`src/rtl/f2i_pkg.sv`:
```
// Shared constants, types and helpers for the float-to-int32 converter.
package f2i_pkg;

  localparam int unsigned W_DATA      = 32;
  localparam int unsigned W_EXP       = 8;
  localparam int unsigned W_FRAC      = 23;
  localparam int unsigned W_SH        = 5;

  localparam int unsigned BIAS        = 127;
  localparam int unsigned EXP_INT_MAX = 158;
  localparam logic [31:0] INVALID_VAL_DEFAULT = 32'h8000_0000;

  // fp32 field positions {s, e[7:0], f[22:0]}
  localparam int unsigned FP_SIGN_BIT = 31;
  localparam int unsigned FP_EXP_MSB  = 30;
  localparam int unsigned FP_EXP_LSB  = 23;
  localparam int unsigned FP_FRAC_MSB = 22;

  typedef enum logic [2:0] {ZERO, SMALL, NORMAL, EDGE, BIG} f2i_class_t;

  typedef struct packed {
    logic [31:0] d;
    logic        p_lost;
    logic        invalid;
  } f2i_result_t;

  // Range class of a biased exponent relative to int32
  function automatic f2i_class_t f2i_classify(input logic [W_EXP-1:0] e);
    f2i_class_t cls;
    if (e == '0)                          cls = ZERO;
    else if (e < W_EXP'(BIAS))            cls = SMALL;
    else if (e < W_EXP'(EXP_INT_MAX))     cls = NORMAL;
    else if (e == W_EXP'(EXP_INT_MAX))    cls = EDGE;
    else                                  cls = BIG;
    return cls;
  endfunction

endpackage

```
`src/rtl/float2int_pipe_if.sv`:
```
// Valid/ready operand and result bus of the float-to-int converter.
interface float2int_pipe_if;
  import f2i_pkg::*;

  logic              in_valid;
  logic              in_ready;
  logic [W_DATA-1:0] a;
  logic              out_valid;
  logic              out_ready;
  logic [W_DATA-1:0] d;
  logic              p_lost;
  logic              invalid;

  modport slave  (input  in_valid, a, out_ready,
                  output in_ready, out_valid, d, p_lost, invalid);
  modport master (output in_valid, a, out_ready,
                  input  in_ready, out_valid, d, p_lost, invalid);
endinterface

```
`src/rtl/f2i_rshift32.sv`:
```
// Combinational 5-level logarithmic right shifter with sticky (OR of lost bits).
module f2i_rshift32
  import f2i_pkg::*;
(
  input  logic [W_DATA-1:0] i_data,
  input  logic [W_SH-1:0]   i_sh,
  output logic [W_DATA-1:0] o_data_c,
  output logic              o_sticky_c
);

  logic [31:0] w_l16, w_l8, w_l4, w_l2;

  assign w_l16    = i_sh[4] ? {16'b0, i_data[31:16]} : i_data;
  assign w_l8     = i_sh[3] ? {8'b0,  w_l16[31:8]}   : w_l16;
  assign w_l4     = i_sh[2] ? {4'b0,  w_l8[31:4]}    : w_l8;
  assign w_l2     = i_sh[1] ? {2'b0,  w_l4[31:2]}    : w_l4;
  assign o_data_c = i_sh[0] ? {1'b0,  w_l2[31:1]}    : w_l2;

  assign o_sticky_c = (i_sh[4] & (|i_data[15:0])) |
                      (i_sh[3] & (|w_l16[7:0]))   |
                      (i_sh[2] & (|w_l8[3:0]))    |
                      (i_sh[1] & (|w_l4[1:0]))    |
                      (i_sh[0] & w_l2[0]);

endmodule

```
`src/rtl/float2int_pipe.sv`:
```
// Three-stage fp32 -> int32 converter (truncating), valid/ready with full-rate backpressure.
module float2int_pipe
  import f2i_pkg::*;
#(
  parameter logic [31:0] INVALID_VAL = INVALID_VAL_DEFAULT
) (
  input  logic             clk,
  input  logic             clrn,
  float2int_pipe_if.slave  bus
);

  logic              w_load1, w_load2, w_load3;
  logic              r_v1, r_v2, r_v3;

  logic              r_s1;
  logic [W_FRAC-1:0] r_f1;
  f2i_class_t        r_cls1;
  logic [W_SH-1:0]   r_sh1;
  logic [W_EXP-1:0]  w_e;

  logic              r_s2, r_fnz2, r_sticky2;
  f2i_class_t        r_cls2;
  logic [31:0]       r_mag2;
  logic [31:0]       w_m1, w_mag1;
  logic              w_sticky1;

  f2i_result_t       w_res2, r_res3;

  // Stage k loads when stage k+1 is empty or draining this cycle
  assign w_load3      = ~r_v3 | bus.out_ready;
  assign w_load2      = ~r_v2 | w_load3;
  assign w_load1      = ~r_v1 | w_load2;
  assign bus.in_ready = w_load1;

  assign w_e  = bus.a[FP_EXP_MSB:FP_EXP_LSB];
  assign w_m1 = {1'b1, r_f1, 8'b0};

  f2i_rshift32 u_shift (
    .i_data     (w_m1),
    .i_sh       (r_sh1),
    .o_data_c   (w_mag1),
    .o_sticky_c (w_sticky1)
  );

  // Stage valid bits
  always_ff @(posedge clk or negedge clrn) begin
    if (!clrn) begin
      r_v1 <= 1'b0;
      r_v2 <= 1'b0;
      r_v3 <= 1'b0;
    end else begin
      if (w_load1) r_v1 <= bus.in_valid;
      if (w_load2) r_v2 <= r_v1;
      if (w_load3) r_v3 <= r_v2;
    end
  end

  // S1: split fields, classify exponent, precompute shift for the normal range
  always_ff @(posedge clk or negedge clrn) begin
    if (!clrn) begin
      r_s1   <= 1'b0;
      r_f1   <= '0;
      r_cls1 <= ZERO;
      r_sh1  <= '0;
    end else if (w_load1 && bus.in_valid) begin
      r_s1   <= bus.a[FP_SIGN_BIT];
      r_f1   <= bus.a[FP_FRAC_MSB:0];
      r_cls1 <= f2i_classify(w_e);
      r_sh1  <= W_SH'(W_EXP'(EXP_INT_MAX) - w_e);
    end
  end

  // S2: align mantissa to the integer point, keep discarded-bit summary
  always_ff @(posedge clk or negedge clrn) begin
    if (!clrn) begin
      r_s2      <= 1'b0;
      r_fnz2    <= 1'b0;
      r_sticky2 <= 1'b0;
      r_cls2    <= ZERO;
      r_mag2    <= '0;
    end else if (w_load2 && r_v1) begin
      r_s2      <= r_s1;
      r_fnz2    <= |r_f1;
      r_sticky2 <= w_sticky1;
      r_cls2    <= r_cls1;
      r_mag2    <= w_mag1;
    end
  end

  // S3 next value: apply sign, resolve per-class result and flags
  always_comb begin
    w_res2 = '0;
    case (r_cls2)
      ZERO:   w_res2.p_lost = r_fnz2;
      SMALL:  w_res2.p_lost = 1'b1;
      NORMAL: begin
        w_res2.d      = r_s2 ? (~r_mag2 + 32'd1) : r_mag2;
        w_res2.p_lost = r_sticky2;
      end
      EDGE: begin
        // only exactly -2^31 is representable at this exponent
        if (r_s2 && !r_fnz2) w_res2.d       = 32'h8000_0000;
        else                 w_res2.invalid = 1'b1;
      end
      default: w_res2.invalid = 1'b1;
    endcase
    if (w_res2.invalid) begin
      w_res2.d      = INVALID_VAL;
      w_res2.p_lost = 1'b0;
    end
  end

  // S3 result register; changes only when a new result enters
  always_ff @(posedge clk or negedge clrn) begin
    if (!clrn) begin
      r_res3 <= '0;
    end else if (w_load3 && r_v2) begin
      r_res3 <= w_res2;
    end
  end

  assign bus.out_valid = r_v3;
  assign bus.d         = r_res3.d;
  assign bus.p_lost    = r_res3.p_lost;
  assign bus.invalid   = r_res3.invalid;

endmodule

```
`src/flat_wrapper.sv`:
```
// flat-port wrapper written by rule: the top's interface ports become plain ports
module float2int_pipe_flat import f2i_pkg::*;
#(
  parameter logic [31:0] INVALID_VAL = INVALID_VAL_DEFAULT
)
  (clk, clrn, bus_in_valid, bus_a, bus_out_ready, bus_in_ready, bus_out_valid, bus_d, bus_p_lost, bus_invalid);
  float2int_pipe_if bus_i ();
  input  logic clk;
  input  logic clrn;
  input wire logic [$bits(bus_i.in_valid)-1:0] bus_in_valid;
  input wire logic [$bits(bus_i.a)-1:0] bus_a;
  input wire logic [$bits(bus_i.out_ready)-1:0] bus_out_ready;
  output wire logic [$bits(bus_i.in_ready)-1:0] bus_in_ready;
  output wire logic [$bits(bus_i.out_valid)-1:0] bus_out_valid;
  output wire logic [$bits(bus_i.d)-1:0] bus_d;
  output wire logic [$bits(bus_i.p_lost)-1:0] bus_p_lost;
  output wire logic [$bits(bus_i.invalid)-1:0] bus_invalid;
  assign bus_i.in_valid = bus_in_valid;
  assign bus_i.a = bus_a;
  assign bus_i.out_ready = bus_out_ready;
  assign bus_in_ready = bus_i.in_ready;
  assign bus_out_valid = bus_i.out_valid;
  assign bus_d = bus_i.d;
  assign bus_p_lost = bus_i.p_lost;
  assign bus_invalid = bus_i.invalid;
  float2int_pipe #(.INVALID_VAL(INVALID_VAL)) u_core (.clk(clk), .clrn(clrn), .bus(bus_i));
endmodule
```
`config.mk`:
```
export PLATFORM = sky130hd
export DESIGN_NAME = float2int_pipe_flat
export DESIGN_NICKNAME = d
export VERILOG_FILES = /design/src/rtl/f2i_pkg.sv /design/src/rtl/float2int_pipe_if.sv /design/src/rtl/f2i_rshift32.sv /design/src/rtl/float2int_pipe.sv /design/src/flat_wrapper.sv
export SDC_FILE = /design/constraint.sdc
export NUM_CORES = 1
export LEC_CHECK = 0
export ABC_AREA = 1
export CAP_MARGIN = 20
export CORE_MARGIN = 8
export CORE_UTILIZATION = 60
export CTS_BUF_LIST = sky130_fd_sc_hd__clkbuf_2 sky130_fd_sc_hd__clkbuf_4 sky130_fd_sc_hd__clkbuf_8
export DETAILED_ROUTE_END_ITERATION = 6
export PLACE_DENSITY = 0.86
export SLEW_MARGIN = 15
export SYNTH_ARGS = -nofsm -noshare
export SYNTH_HDL_FRONTEND = slang
export SYNTH_HIERARCHICAL = 1
export SYNTH_SLANG_ARGS = --single-unit
```
`constraint.sdc`:
```
create_clock -name clk -period 2.2 [get_ports clk]
set_clock_uncertainty 0.1 [all_clocks]
set_input_delay 0.22 -clock clk [delete_from_list [all_inputs] [get_ports clk]]
set_output_delay 0.22 -clock clk [all_outputs]
set_load 0.02 [all_outputs]
```
**Word level (Yosys, flattened, before mapping)**

Cells that the tools add are included.

- $add $sub $neg: 2
- $lt $le $gt $ge: 2
- Equality and inequality tests: 4
- Mux-type cells: 16
- Bitwise operators: 16
- Reductions and logical operators: 13

Operators by type and width:

| cell | count |
|---|---|
| 32-bit 2-to-1 mux | 7 |
| 32-bit one-hot mux with 2 select lines | 1 |
| 33-bit 2-to-1 mux | 1 |
| 32-bit by 1-bit adder with 32-bit output, second input constant | 1 |
| 32-bit inverter | 1 |
| 23-bit OR reduction | 1 |
| 8-bit OR reduction | 2 |
| 3-bit 2-to-1 mux | 4 |
| 8-bit == test, second input constant | 1 |
| 8-bit logical NOT | 1 |
| 8-bit by 7-bit less-than comparator with 1-bit output, second input constant | 1 |
| 8-bit less-than comparator, second input constant | 1 |
| 1-bit OR | 7 |
| 3-bit by 2-bit == test with 1-bit output, second input constant | 2 |
| 1-bit AND | 5 |
| 5-bit subtractor, first input constant | 1 |
| 1-bit logical AND | 4 |
| 4-bit OR reduction | 1 |
| 3-bit by 1-bit == test with 1-bit output, second input constant | 1 |
| 3-bit logical NOT | 1 |
| 1-bit inverter | 3 |
| 1-bit one-hot mux with 3 select lines | 1 |
| 3-bit OR reduction | 1 |
| 1-bit one-hot mux with 2 select lines | 1 |
| 3 further kinds | 3 |

- Register bits after elaboration: 107
- Input port bits: 36
- Output and inout bits: 36
- Word-level logic and storage cells: 68

**Logic depth before layout (Yosys ltp)**

- Depth in word-level cells: 7
- Depth in mapped cells: 14
- Mapped depth without buffers: 12

**By module**

Netlist, hierarchy kept.

By module, submodules not included:

| module | times used | cells an instance | area an instance (µm²) | sequential area each (µm²) |
|---|---|---|---|---|
| float2int_pipe | 1 | 658 | 5250.0 | 2677.6 |
| f2i_rshift32 | 1 | 417 | 1898.1 | 0.0 |

**Worst setup path after synthesis**

No wires, ideal clock.

- Path type: reg-to-reg
- Start: register u_core.r_mag2[1]
- End: register u_core.r_res3, in the netlist u_core/bus.d[24]
- Library setup time: 117 ps
- Arrival: 1376 ps
- Data required time: 1983 ps
- Slack: 606 ps
- Cell stages (with the launch flop): 11
- Buffers on the path: 1
- Period minus slack after synthesis: 1594 ps
- Cells stage by stage: dfrtp_1 -> inv_1 -> ha_1 -> nand3_4 -> nor2_4 -> nand3b_4 -> nand2_4 -> buf_8 -> nand4_1 -> nand3_1 -> nand2_1

- Longest elaborated chain between the ends: 5

Ends and longest elaborated chain:

| what | line | RTL |
|---|---|---|
| start: declaration | float2int_pipe.sv:23 | `logic [31:0] r_mag2;` |
| start signal: assignment | float2int_pipe.sv:86 | `r_mag2 <= w_mag1;` |
| 32-bit inverter | float2int_pipe.sv:97 | `w_res2.d = r_s2 ? (~r_mag2 + 32'd1) : r_mag2;` |
| 32-bit by 1-bit adder with 32-bit output | float2int_pipe.sv:97 |  |
| 32-bit 2-to-1 mux | float2int_pipe.sv:97 |  |
| 32-bit one-hot mux with 2 select lines | float2int_pipe.sv:93 | `case (r_cls2)` |
| 33-bit 2-to-1 mux | float2int_pipe.sv:107 | `if (w_res2.invalid) begin` |
| end signal: assignment | float2int_pipe.sv:118 | `r_res3 <= w_res2;` |
| end: declaration | float2int_pipe.sv:27 | `f2i_result_t w_res2, r_res3;` |

No other way between the ends.
A chain may end at the register's enable or synchronous reset.

**Final worst setup path**

- Start: register u_core.r_mag2[1]
- End: register u_core.r_res3, in the netlist u_core/bus.d[28]

The elaborated chain is that of the path after synthesis.

==> flow_summary.json <==
{
  "num_antenna_cells": 0,
  "synth_area_leaders": "dfrtp_1 37%, nand2_1 20%, nand3_1 11%",
  "drv_slew": 0,
  "cp-start-kind": "flop",
  "start_util": 0.6052,
  "layout_commonest_cell": "nand2_1",
  "seq_area_mm2": 0.002678,
  "grt_pass1_wl_um": 29750,
  "grt_pass1_vias": 6477,
  "worst_pin_slew_ns": 0.5567,
  "row_count": 40,
  "slew-limit-headroom": 0.6283,
  "clk_pin_slew_ns": 0.11,
  "critical_path_arrival_ns": 2.21,
  "gp_congestion": 0.9553,
  "drc": 0,
  "crit_top_cell": "nand3_1",
  "final_util": 0.6954,
  "cts-resized-gates": 0,
  "setup_tns_ns": 0,
  "fin_hold_ws_ns": 0.2294,
  "drt-total-wl_um": 17270,
  "p_leak_uw": 0.003986,
  "die_h_um": 125.2,
  "finalSetupViolCount": 0,
  "grt_max_degree": 49,
  "worstSetupPathType": "flop to flop",
  "coreArea_mm2": 0.01181,
  "cpPeakStageDelay_ns": 0.37,
  "synthCells": 1075,
  "drt_iter0_markers": 802,
  "hold_viol_final": 0,
  "firstDrtPassIters": 7,
  "cts_root_buffer": "clkbuf_8",
  "fill_cells": 1071,
  "cp_num_buf_inv": 1,
  "die_width_um": 125.2,
  "hold_path.class": "primary input to async pin",
  "yosysTopAreaCell": "dfrtp_1",
  "ys.flop_type": "dfrtp_1",
  "maxCapViolCount": 0,
  "crit_path_top_delay_cell": "dfrtp_1",
  "numPortBuffers": 71,
  "avgViaCountPerCell": 5.467,
  "yosys_warnings": 6,
  "mostFrequentLayoutCells": "381 x nand2_1, 161 x nand3_1, 107 x dfrtp_1, 98 x o21ai_0, 83 x inv_1",
  "nNetsFinal": 1175,
  "critPathTopFamily": "simple AND/OR/NAND/NOR gates",
  "grt_remaining_overflow": 0,
  "htree_levels": 3,
  "antenna_found_initial": 0,
  "status": "finished, final reports clean",
  "dpl.hpwl_um": 13220,
  "cp_cell_sequence": "inv_1 -> ha_1 -> nand2_1 -> nor2_1 -> nand3_1 -> nor2_1 -> nand3_1 -> nand3_1 -> nand3_1 -> nand2_1",
  "clockBufferDepth": 2,
  "cts_tree": "built",
  "numCtsBuffers": 9,
  "place_inst": 1269,
  "path_max_fanout": 5,
  "grtUsageTotal": 0.2241,
  "synth-seq-area-share": 0.3746,
  "fin_crit_sh": 0.9027,
  "drive_above_1_share": 0.06058,
  "ys_seq_elements": 107,
  "final_antenna_net_count": 0,
  "die-area_mm2": 0.01566,
  "synth_area_mm2": 0.007148,
  "vias": 7030,
  "post-cts-setup-buffer-count": 0,
  "ys_types": 40,
  "avgSynthCellArea_um2": 6.649,
  "vdd_drop_max_mv": 0.4446,
  "pwr_density_cell_mw_per_mm2": 1075,
  "multiInputGateArea_mm2": 0.003876,
  "fin_cells": 1286,
  "wire_per_inst_um": 13.43,
  "syn2layout_area_growth_pct": 14.91,
  "synth_edf_count": 0,
  "rsz0062_at_grt": "false",
  "synth_top_cell_area_share": 0.3746,
  "end_kind": "flop",
  "post-route-min-period_ns": 1.986,
  "fmax_mhz": 503.6,
  "clock_sinks": 107,
  "worstPathRequired_ns": 2.42,
  "boundaryPins": 72,
  "clock_latency_ns": 0.37,
  "synthArstFlopShare": 1.000
}
-- metal layers --
layer	wire length [um]	vias to the layer above	global-route usage	share of wire
met5	0	-	0	0
met2	7853	252	0.3570	0.45
met1	8062	3133	0.3034	0.47
li1	-	3617	-	-
met3	1080	28	0.04207	0.063
met4	278	0	0.06734	0.016
-- cell families (layout without fill, tap and decap cells) --
logic type,Yosys count,after routing,share of synthesized area
AO/OA/AOI/OAI,158,158,0.1182
multiplexers,3,3,0.004201
XOR/XNOR,4,4,0.004902
buffers and inverters,150,200,0.09049
adder cells (fa/ha/maj),5,5,0.008752
other,2,16,0.001051
flip-flops,107,107,0.3746
AND/OR/NAND/NOR,646,646,0.3979
-- cell usage after synthesis (2+ instances only) --
master      n
nand3b_1    2
inv_1      83
nand4_1    21
nor2_4      4
o21ai_0    98
ha_1        5
nor3_1     11
nand2_2     4
xor2_1      3
nand2_4     2
nand3_1   161
buf_6       3
nor2_2      5
nand3_2     3
clkbuf_1   20
inv_2       6
a21oi_1    13
buf_2      30
buf_1       2
o211ai_1   14
dfrtp_1   107
conb_1      2
nand3b_4    2
buf_4       3
mux2i_1     3
nand2_1   381
o21ai_1    29
nor2_1     46
-- power by group --
part	internal [uW]	switching (uW)
logic	1640	2910
clock network	575	679
registers	2540	486
total	4760	4070
-- registers in the layout (all words and copies together) (netlist names) --
| register | count |
|---|---|
| u_core/bus.d | 32 |
| u_core/r_mag2 | 32 |
| u_core/r_f1 | 23 |
| u_core/r_sh1 | 5 |
| u_core/r_cls1 | 3 |
| u_core/r_cls2 | 3 |
| u_core/bus.invalid | 1 |
| u_core/bus.out_valid | 1 |
| u_core/bus.p_lost | 1 |
| u_core/r_fnz2 | 1 |
| u_core/r_s1 | 1 |
| u_core/r_s2 | 1 |
| u_core/r_sticky2 | 1 |
| u_core/r_v1 | 1 |
| u_core/r_v2 | 1 |
-- area by class of cell --
cell class	count	area share
clock buffers	11	0.01767
clock inverters	5	0.007311
inverters	90	0.04113
multi-input cells	832	0.4719
flip-flops and latches	107	0.3260
well taps	147	0.02239
repair buffers	94	0.1136
-- path summary, 6_finish.rpt --
| path | start | endpoint | slack, ns | cells past startpoint |
|---|---|---|---|---|
| setup reg to reg | u_core/r_mag2[1] | u_core/bus.d[28] | 0.21 | 10 |
| hold reg to reg | u_core/bus.d[12] | u_core/bus.d[12] | 0.39 | 2 |
| hold / removal | clrn | u_core/bus.d[2] | 0.23 | 2 |
| setup / recovery | u_core/r_mag2[1] | u_core/bus.d[28] | 0.21 | 10 |
| max in group asynchronous | clrn | u_core/bus.d[21] | 1.08 | 3 |
| min in group clk | bus_a[20] | u_core/r_f1[20] | 0.28 | 3 |
-- through the flow --
| step | power [uW] | setup slack (ns) | area (um^2) |
|---|---|---|---|
| 6_report | 8831 | 0.2141 | 8214 |
| 5_1_grt | 9581 | 0.02400 | 8214 |
| 4_1_cts | 8815 | 0.2333 | 8214 |
| 3_5_place_dp | 7547 | 0.2690 | 7999 |
| 3_3_place_gp | 7448 | 0.3052 | 7999 |
| 2_1_floorplan | 6241 | 0.6061 | 7201 |
-- timing repair --
item | 4_1_cts | 5_1_grt
hold endpoints to repair | 34 | 0
endpoints found under the setup margin | 0 | 0
hold buffers | 1 | 0
Note: power is estimated with default switching activity, not from simulation.
